**src/rtl/alsu_param_if.sv**
```systemverilog
// Request/result bundle between a request source (master) and the ALSU (slave).
interface alsu_param_if #(
  parameter int WIDTH     = 3,
  parameter int LED_WIDTH = 16
);
  logic                 in_valid;
  logic                 in_ready;
  logic [WIDTH-1:0]     A;
  logic [WIDTH-1:0]     B;
  logic [2:0]           opcode;
  logic                 cin;
  logic                 serial_in;
  logic                 red_op_A;
  logic                 red_op_B;
  logic                 bypass_A;
  logic                 bypass_B;
  logic                 direction;
  logic [2*WIDTH-1:0]   out;
  logic                 out_valid;
  logic                 err;
  logic [LED_WIDTH-1:0] leds;

  modport master (
    output in_valid, A, B, opcode, cin, serial_in, red_op_A, red_op_B,
           bypass_A, bypass_B, direction,
    input  in_ready, out, out_valid, err, leds
  );
  modport slave (
    input  in_valid, A, B, opcode, cin, serial_in, red_op_A, red_op_B,
           bypass_A, bypass_B, direction,
    output in_ready, out, out_valid, err, leds
  );
endinterface

```
**src/rtl/alsu_param.sv**
```systemverilog
// Parametrised ALSU: one request in flight, 1-cycle ALU ops, WIDTH-cycle shift-add
// multiply, and a bounded LED blink after an invalid operation.
module alsu_param #(
  parameter int    WIDTH            = 3,
  parameter string INPUT_PRIORITY   = "A",
  parameter string FULL_ADDER       = "ON",
  parameter int    LED_WIDTH        = 16,
  parameter int    LED_BLINK_CYCLES = 8
) (
  input  logic       clk,
  input  logic       rst_n,
  alsu_param_if.slave bus
);
  localparam int   OW    = 2 * WIDTH;
  localparam int   CW    = $clog2(WIDTH + 1);
  localparam int   BW    = $clog2(LED_BLINK_CYCLES + 1);
  localparam logic PRI_B = (INPUT_PRIORITY == "B");
  localparam logic FA_ON = (FULL_ADDER == "ON");

  localparam logic [1:0] IDLE = 2'd0;
  localparam logic [1:0] EXEC = 2'd1;
  localparam logic [1:0] MUL  = 2'd2;

  typedef struct packed {
    logic [WIDTH-1:0] a;
    logic [WIDTH-1:0] b;
    logic [2:0]       op;
    logic             cin;
    logic             sin;
    logic             red_a;
    logic             red_b;
    logic             byp_a;
    logic             byp_b;
    logic             dir;
  } req_t;

  req_t                 req;
  logic [1:0]           state;
  logic [OW-1:0]        out_q, mcand, acc, acc_nxt, exec_res;
  logic [WIDTH-1:0]     mplier, pri_opnd, red_opnd;
  logic [CW-1:0]        cnt;
  logic [BW-1:0]        blink;
  logic [LED_WIDTH-1:0] leds_q;
  logic                 ov_q, err_q, exec_inv, exec_mul, mul_done, blink_load, res_ok;

  assign bus.in_ready  = (state == IDLE);
  assign bus.out       = out_q;
  assign bus.out_valid = ov_q;
  assign bus.err       = err_q;
  assign bus.leds      = leds_q;

  // Invalid check outranks bypass, bypass outranks the opcode (including MULT).
  always_comb begin
    pri_opnd = PRI_B ? req.b : req.a;
    red_opnd = (req.red_a && req.red_b) ? pri_opnd : (req.red_b ? req.b : req.a);
    exec_inv = (req.op[2:1] == 2'b11) || ((req.red_a || req.red_b) && req.op[2:1] != 2'b00);
    exec_mul = 1'b0;
    exec_res = out_q;
    if (req.byp_a && req.byp_b) exec_res = OW'(pri_opnd);
    else if (req.byp_a)         exec_res = OW'(req.a);
    else if (req.byp_b)         exec_res = OW'(req.b);
    else begin
      case (req.op)
        3'b000:  exec_res = (req.red_a || req.red_b) ? OW'(|red_opnd) : OW'(req.a | req.b);
        3'b001:  exec_res = (req.red_a || req.red_b) ? OW'(^red_opnd) : OW'(req.a ^ req.b);
        3'b010:  exec_res = OW'(req.a) + OW'(req.b) + OW'(FA_ON & req.cin);
        3'b011:  exec_mul = 1'b1;
        3'b100:  exec_res = req.dir ? {out_q[OW-2:0], req.sin} : {req.sin, out_q[OW-1:1]};
        3'b101:  exec_res = req.dir ? {out_q[OW-2:0], out_q[OW-1]} : {out_q[0], out_q[OW-1:1]};
        default: ;
      endcase
    end
    acc_nxt    = mplier[0] ? acc + mcand : acc;
    mul_done   = (state == MUL) && (cnt == CW'(1));
    blink_load = (state == EXEC) && exec_inv;
    res_ok     = ((state == EXEC) && !exec_inv && !exec_mul) || mul_done;
  end

  always_ff @(posedge clk or negedge rst_n) begin
    if (!rst_n) begin
      state  <= IDLE;
      req    <= '0;
      out_q  <= '0;
      ov_q   <= 1'b0;
      err_q  <= 1'b0;
      mcand  <= '0;
      mplier <= '0;
      acc    <= '0;
      cnt    <= '0;
    end else begin
      ov_q  <= 1'b0;
      err_q <= 1'b0;
      case (state)
        IDLE: if (bus.in_valid) begin
          req <= '{a: bus.A, b: bus.B, op: bus.opcode, cin: bus.cin, sin: bus.serial_in,
                   red_a: bus.red_op_A, red_b: bus.red_op_B, byp_a: bus.bypass_A,
                   byp_b: bus.bypass_B, dir: bus.direction};
          state <= EXEC;
        end
        EXEC: begin
          if (exec_inv) begin
            out_q <= '0;
            err_q <= 1'b1;
            ov_q  <= 1'b1;
            state <= IDLE;
          end else if (exec_mul) begin
            mcand  <= OW'(req.a);
            mplier <= req.b;
            acc    <= '0;
            cnt    <= CW'(WIDTH);
            state  <= MUL;
          end else begin
            out_q <= exec_res;
            ov_q  <= 1'b1;
            state <= IDLE;
          end
        end
        MUL: begin
          acc    <= acc_nxt;
          mcand  <= mcand << 1;
          mplier <= mplier >> 1;
          cnt    <= cnt - CW'(1);
          if (mul_done) begin
            out_q <= acc_nxt;
            ov_q  <= 1'b1;
            state <= IDLE;
          end
        end
        default: state <= IDLE;
      endcase
    end
  end

  // A reload on a repeated error keeps the current LED phase.
  always_ff @(posedge clk or negedge rst_n) begin
    if (!rst_n) begin
      blink  <= '0;
      leds_q <= '0;
    end else if (blink_load) begin
      blink <= BW'(LED_BLINK_CYCLES);
    end else if (res_ok) begin
      blink  <= '0;
      leds_q <= '0;
    end else if (blink != '0) begin
      blink  <= blink - BW'(1);
      leds_q <= ~leds_q;
    end else begin
      leds_q <= '0;
    end
  end
endmodule

```
**src/flat_wrapper.sv**
```systemverilog
// flat-port wrapper written by rule: the top's interface ports become plain ports
module alsu_param_flat 
#(
  parameter int    WIDTH            = 3,
  parameter string INPUT_PRIORITY   = " ",
  parameter string FULL_ADDER       = "  ",
  parameter int    LED_WIDTH        = 16,
  parameter int    LED_BLINK_CYCLES = 8
)
  (clk, rst_n, bus_in_valid, bus_A, bus_B, bus_opcode, bus_cin, bus_serial_in, bus_red_op_A, bus_red_op_B, bus_bypass_A, bus_bypass_B, bus_direction, bus_in_ready, bus_out, bus_out_valid, bus_err, bus_leds);
  alsu_param_if #(.WIDTH(WIDTH), .LED_WIDTH(LED_WIDTH)) bus_i ();
  input  logic clk;
  input  logic rst_n;
  input wire logic [$bits(bus_i.in_valid)-1:0] bus_in_valid;
  input wire logic [$bits(bus_i.A)-1:0] bus_A;
  input wire logic [$bits(bus_i.B)-1:0] bus_B;
  input wire logic [$bits(bus_i.opcode)-1:0] bus_opcode;
  input wire logic [$bits(bus_i.cin)-1:0] bus_cin;
  input wire logic [$bits(bus_i.serial_in)-1:0] bus_serial_in;
  input wire logic [$bits(bus_i.red_op_A)-1:0] bus_red_op_A;
  input wire logic [$bits(bus_i.red_op_B)-1:0] bus_red_op_B;
  input wire logic [$bits(bus_i.bypass_A)-1:0] bus_bypass_A;
  input wire logic [$bits(bus_i.bypass_B)-1:0] bus_bypass_B;
  input wire logic [$bits(bus_i.direction)-1:0] bus_direction;
  output wire logic [$bits(bus_i.in_ready)-1:0] bus_in_ready;
  output wire logic [$bits(bus_i.out)-1:0] bus_out;
  output wire logic [$bits(bus_i.out_valid)-1:0] bus_out_valid;
  output wire logic [$bits(bus_i.err)-1:0] bus_err;
  output wire logic [$bits(bus_i.leds)-1:0] bus_leds;
  assign bus_i.in_valid = bus_in_valid;
  assign bus_i.A = bus_A;
  assign bus_i.B = bus_B;
  assign bus_i.opcode = bus_opcode;
  assign bus_i.cin = bus_cin;
  assign bus_i.serial_in = bus_serial_in;
  assign bus_i.red_op_A = bus_red_op_A;
  assign bus_i.red_op_B = bus_red_op_B;
  assign bus_i.bypass_A = bus_bypass_A;
  assign bus_i.bypass_B = bus_bypass_B;
  assign bus_i.direction = bus_direction;
  assign bus_in_ready = bus_i.in_ready;
  assign bus_out = bus_i.out;
  assign bus_out_valid = bus_i.out_valid;
  assign bus_err = bus_i.err;
  assign bus_leds = bus_i.leds;
  alsu_param #(.WIDTH(WIDTH), .INPUT_PRIORITY(INPUT_PRIORITY), .FULL_ADDER(FULL_ADDER), .LED_WIDTH(LED_WIDTH), .LED_BLINK_CYCLES(LED_BLINK_CYCLES)) u_core (.clk(clk), .rst_n(rst_n), .bus(bus_i));
endmodule
```
**config.mk**
```make
export PLATFORM = sky130hd
export DESIGN_NAME = alsu_param_flat
export DESIGN_NICKNAME = d
export VERILOG_FILES = /design/src/rtl/alsu_param_if.sv /design/src/rtl/alsu_param.sv /design/src/flat_wrapper.sv
export SDC_FILE = /design/constraint.sdc
export NUM_CORES = 1
export LEC_CHECK = 0
export ABC_AREA = 1
export CAP_MARGIN = 0
export CORE_MARGIN = 2
export CORE_UTILIZATION = 41
export DETAILED_ROUTE_END_ITERATION = 8
export GPL_TIMING_DRIVEN = 0
export MAX_ROUTING_LAYER = met4
export PLACE_DENSITY = 0.64
export SLEW_MARGIN = 10
export SYNTH_ARGS = -nofsm -noshare
export SYNTH_HDL_FRONTEND = slang
export SYNTH_SLANG_ARGS = --single-unit
```
**constraint.sdc**
```tcl
create_clock -name clk -period 1.93 [get_ports clk]
set_input_delay 0.386 -clock clk [delete_from_list [all_inputs] [get_ports clk]]
set_output_delay 0.386 -clock clk [all_outputs]
set_load 0.01 [all_outputs]
```
After elaboration in Yosys (flattened, before gate mapping)
Index checks and enable logic that the tools add are counted.
- bitwise gates (word level): 3
- eq/ne operators: 15
- mux-type cells: 47
- $add $sub $neg: 4
- reductions and logical operators: 24
- operators by type and width (kind ; count):
    two-way mux 6 bit ; 15
    case mux 6 bit (2 select lines) ; 3
    two-way mux 16 bit ; 2
    case mux 6 bit (5 select lines) ; 1
    NOT 16 bit ; 1
    two-way mux 2 bit ; 6
    two-way mux 3 bit ; 4
    two-way mux 4 bit ; 3
    inequality test 10 x 6 -> 1 bit, second input constant ; 1
    two-way mux 1 bit ; 9
    logical AND 1 bit ; 7
    adder 6 bit ; 1
    equality test 3 x 2 -> 1 bit, second input constant ; 2
    equality test 3 bit, second input constant ; 2
    case mux 2 bit (3 select lines) ; 1
    case mux 3 bit (2 select lines) ; 1
    adder 3 x 3 -> 4 bit ; 1
    equality test 2 x 1 -> 1 bit, second input constant ; 2
    equality test 2 bit, second input constant ; 2
    inequality test 2 x 1 -> 1 bit, second input constant ; 2
    inequality test 2 bit, second input constant ; 2
    case mux 2 bit (2 select lines) ; 1
    AND reduction 2 bit ; 2
    AND reduction 4 bit ; 1
    other kinds (17) ; 21
- bits of input ports: 19
- output and inout bits: 25
- flip-flop bits (word level): 62
- word-level logic and storage cells: 112

Logic depth before layout (Yosys ltp)
- word-level depth: 11
- depth in mapped cells: 14
- gate-level depth less buffers: 14

Worst setup path after synthesis
OpenSTA, ideal clock, no wires.
- kind: register -> register
- start point: register u_core.acc[0]
- end point: register u_core.out_q[2], in the netlist u_core.bus.out[2]
- slack: 0.236 ns
- library setup time: 0.126 ns
- arrival: 1.568 ns
- period minus slack after synthesis: 1.694 ns
- buffers on the path: 0
- required time: 1.804 ns
- stages on the path, launching flop included: 8
- cells stage by stage: dfrtp_1 ha_1 fa_1 or2_2 a21oi_1 a211oi_1 nor2_1 a21oi_1
- cells in the longest elaborated chain, start to end: 4
- RTL lines (item ; RTL line ; RTL):
    start, declared ; alsu_param.sv:39 ; logic [OW-1:0] out_q, mcand, acc, acc_nxt, exec_res;
    start signal, assigned ; alsu_param.sv:119 ; acc <= acc_nxt;
    adder 6 bit ; alsu_param.sv:73 ; acc_nxt = mplier[0] ? acc + mcand : acc;
    two-way mux 6 bit ; alsu_param.sv:73 ;
    two-way mux 6 bit ; alsu_param.sv:123 ; if (mul_done) begin
    case mux 6 bit (2 select lines) ; alsu_param.sv:93 ; case (state)
    end signal, assigned ; alsu_param.sv:113 ; out_q <= exec_res;
    end signal, assigned ; alsu_param.sv:124 ; out_q <= acc_nxt;
    end, declared ; alsu_param.sv:39 ;
No other way between the ends. The select of a mux whose other input is x is not followed.
A chain may end at the register's enable or synchronous reset.

Final worst setup path
- start point: register u_core.req[10] (netlist bit)
- end point: register u_core.out_q[2], in the netlist u_core.bus.out[2]
- cells in the longest elaborated chain, start to end: 8
- RTL lines (item ; RTL line ; RTL):
    start, declared ; alsu_param.sv:37 ; req_t req;
    start signal, assigned ; alsu_param.sv:95 ; req <= '{a: bus.A, b: bus.B, op: bus.opcode, cin: bus.cin, sin: bus.serial_in,
    adder 3 x 3 -> 4 bit ; alsu_param.sv:66 ; 3'b010: exec_res = OW'(req.a) + OW'(req.b) + OW'(FA_ON & req.cin);
    case mux 6 bit (5 select lines) ; alsu_param.sv:63 ; case (req.op)
    two-way mux 6 bit ; alsu_param.sv:61 ; else if (req.byp_b) exec_res = OW'(req.b);
    two-way mux 6 bit ; alsu_param.sv:60 ; else if (req.byp_a) exec_res = OW'(req.a);
    two-way mux 6 bit ; alsu_param.sv:59 ; if (req.byp_a && req.byp_b) exec_res = OW'(pri_opnd);
    two-way mux 6 bit ; alsu_param.sv:106 ; end else if (exec_mul) begin
    two-way mux 6 bit ; alsu_param.sv:101 ; if (exec_inv) begin
    case mux 6 bit (2 select lines) ; alsu_param.sv:93 ;
No other way between the ends. The select of a mux whose other input is x is not followed.

==> results.md <==
- Final ANT Viol Nets: 0
- Gr usage total: a little under a fifth
- Initial Util: between 40 and 50%
- Slew Limit Fails: 0
- Die Y: approximately 95 um
- Layout cell share with drive strength beyond 1: between 10 and 15%
- Worst r2r src: u_core.req[10]
- Syn avg cell area: approximately 8.5 um^2
- Final Hold Fails: 0
- Fin Hold WS: 0.1321 ns
- Post-synth EDFFs: 0
- Via count: approximately 2,800
- Yosys cell types: 38
- FILL cells: approximately 800
- Wire per inst: approximately 13 um
- Synth Warn #: 0
- Final setup TNS: 0 ns
- Setup crit end kind: flop
- Root Driver: clkbuf_8
- Max H-tree Level: 3
- Worst R2R Path Depth: 6
- Row count: 33
- R2r setup slk: roughly 0.15 ns
- Post-synthesis cell area: approximately 3400 um^2
- Crit path max fanout: 4
- Outcome: finished clean
- DIE AREA: 8943 um^2
- Multi-input logic area: 1570 um^2
- Seq/Total Area, Yosys: 46.13%
- Worst-Margin Slew: 0.7749 ns
- Sequential cell area: 1551 um^2
- Critical path startpoint category: flop
- Worst Path Arrival: about 2 ns
- RSZ-0062 raised after global routing: true
- Initial DRC Count: roughly 140
- Clk_lat worst skew: around 0.34 ns
- Final setup vio count: 0
- Synth Net Count: about 440
- Global-route wire length before repair: around 13 mm
- DR pass1 iterations: 4
- Nets@finish: 491
- Final Core Density: 51.72%
- Tightest Hold Check Type: input port to asynchronous set/reset pin
- Clock Skews: 0.007323 ns
- Gr ovfl total: 0
- Clock buffer count from CTS: 9
- Worst-path clk slew: roughly 0.070 ns
- Largest net degree at the start of global routing: 63
- Pleak: ~2 nW
- Post-Route WL: between 7 and 8 mm
- Post-DP HPWL: ~5.5 mm
- I/O pins: between 40 and 50
- Worst relative slew slack: approximately half
- Final worst-path cycle share: 92.37%
- VDD IR max: ~0.00075 V
- Clock Path Buffers: 2
- Number of global-route vias before repair: about 2,600
- Dpl cells: ~550
- Yosys reg bits: 62
- CP Class: flop to flop
- DRC viols: 0
- Synth Flop Type: dfrtp_1
- Fmax: 560.9 MHz
- Layout Cells excl Fill: 563
- Via-to-Cell Ratio: between 4 and 5
- Post-Synthesis Cells: a little under 400
- Overall power: 7.233 mW
- IO Port Bufs: 42
- Period minus WS final: ~1.8 ns
- DIE WIDTH: between 90 and 100 um
- Initial antenna violation count: 0
- FFs w/ async S/R, synth: between 90% and 100%
- Critical Path RT: about 2.1 ns
- Power per cell area: 1728 nW/um^2
- Critical R2R Capture: u_core.bus.out[2]
- Synth-to-Final Area Change: 24.44%
- Core region area: ~8100 um^2
- Final GP Congestion: 0.8917
- Diode count: 0
- Clock net sink count: slightly above 60
- Number of max-cap violations: 0
- TritonCTS clock tree: built
## power breakdown
group          internal [mW]  switching, mW
Combinational           1.50           2.01
Clock                  0.851          0.539
Sequential              1.86          0.475
## timing repair
item	CTS	global route
endpoints found under the setup margin	1	18
resized for setup	1	14
hold buffers	0	0
buffers inserted	0	2
## critical path, stage by stage (launching register included)
cell and delay (ns):
dfrtp_1 0.42, ha_1 0.23, fa_1 0.38, xnor2_1 0.19
o211ai_1 0.10, o21ai_0 0.24, a21oi_1 0.09
## layer usage
| metal | global-route usage [%] | wire (um) |
|---|---|---|
| met1 | 24.33 | 3546 |
| met2 | 29.64 | 3546 |
| met3 | 3.192 | 274 |
| met4 | 6.884 | 107 |
| met5 | - | 0 |
## through the flow
stage               cell area (um^2)  worst slack (ns)
floorplan                       3363            0.2363
global placement                3915            -1.595
detailed placement              3913          -0.02713
CTS                             4148           0.01970
global route                    4185         -0.004879
finish                          4185            0.1472
## flip-flops by register name (all words and copies together) (netlist names)
signal	count
u_core.bus.out	6
u_core.pri_opnd	3
u_core.bus.out_valid	1
u_core.cnt	2
u_core.acc	6
u_core.mplier	3
u_core.state	2
u_core.blink	4
u_core.bus.err	1
u_core.mcand	6
u_core.bus.leds	16
u_core.req	12
## worst max-delay path by stage
stage / start / cells past startpoint / slack [ns] / to
after floorplan: u_core.acc[0] / 7 / 0.24 / u_core.bus.out[2]
after global placement: rst_n / 1 / -1.60 / u_core.req[5]
after detailed placement: bus_in_valid / 5 / -0.03 / u_core.pri_opnd[1]
after CTS: u_core.acc[0] / 8 / 0.02 / u_core.acc[4]
after global routing: u_core.req[4] / 13 / -0.005 / u_core.bus.out[0]
final: u_core.req[10] / 6 / 0.15 / u_core.bus.out[2]
## synth_stat cells (all sizes together) (3+ instances only)
cell     n  area share, %
clkbuf   4           0.45
nand4    3           0.56
inv     53            6.0
ha      17            6.3
a22oi    3           0.67
o31ai    3           0.67
nand3   19            3.3
nand2   77            9.0
a21oi   34            5.1
buf      5            1.1
mux2i    5            1.5
o211ai   6            1.3
o21ai   41            6.7
nor2    45            6.0
dfrtp   62             46
xor2     3           0.78
## kinds of logic (layout without fill, tap and decap cells)
family                     Yosys count  in the layout  synth area share (%)
and+or+nand+nor                    148            148                 19.49
AOI/OAI and AO/OA                   95             95                 16.07
muxes                                6              6                 1.823
xor gates and xnor gates             5              5                 1.302
adders and majority gates           19             19                 7.515
buffers and inverters               63            123                 7.663
DFF                                 62             62                 46.13
## cell type report
class / instances / share of cell area (%)
multi-input combinational: 273 / 37.52
sequential: 62 / 37.07
timing repair buffer: 44 / 10.31
inverter: 54 / 4.993
tap: 105 / 3.139
clock buffer: 9 / 2.960
clock inverter: 7 / 2.691
buffer: 9 / 1.315
## layout by cell type, fill, tap and decap left out, types with 3 or more instances in the layout
master / n
o211ai_1: 6
nand2_1: 73
o21ai_0: 26
inv_2: 4
dfrtp_1: 62
inv_1: 48
xor2_1: 3
o21ai_1: 10
clkbuf_8: 9
buf_4: 3
bufinv_16: 3
nor2_1: 42
nand4_1: 3
mux2i_1: 5
nand2_2: 3
clkdlybuf4s50_1: 40
buf_2: 3
o31ai_1: 3
nand3_1: 17
clkinv_2: 3
a22oi_1: 3
a21oi_1: 34
o21ai_2: 5
ha_1: 15
(Power assumes the default switching activity.)
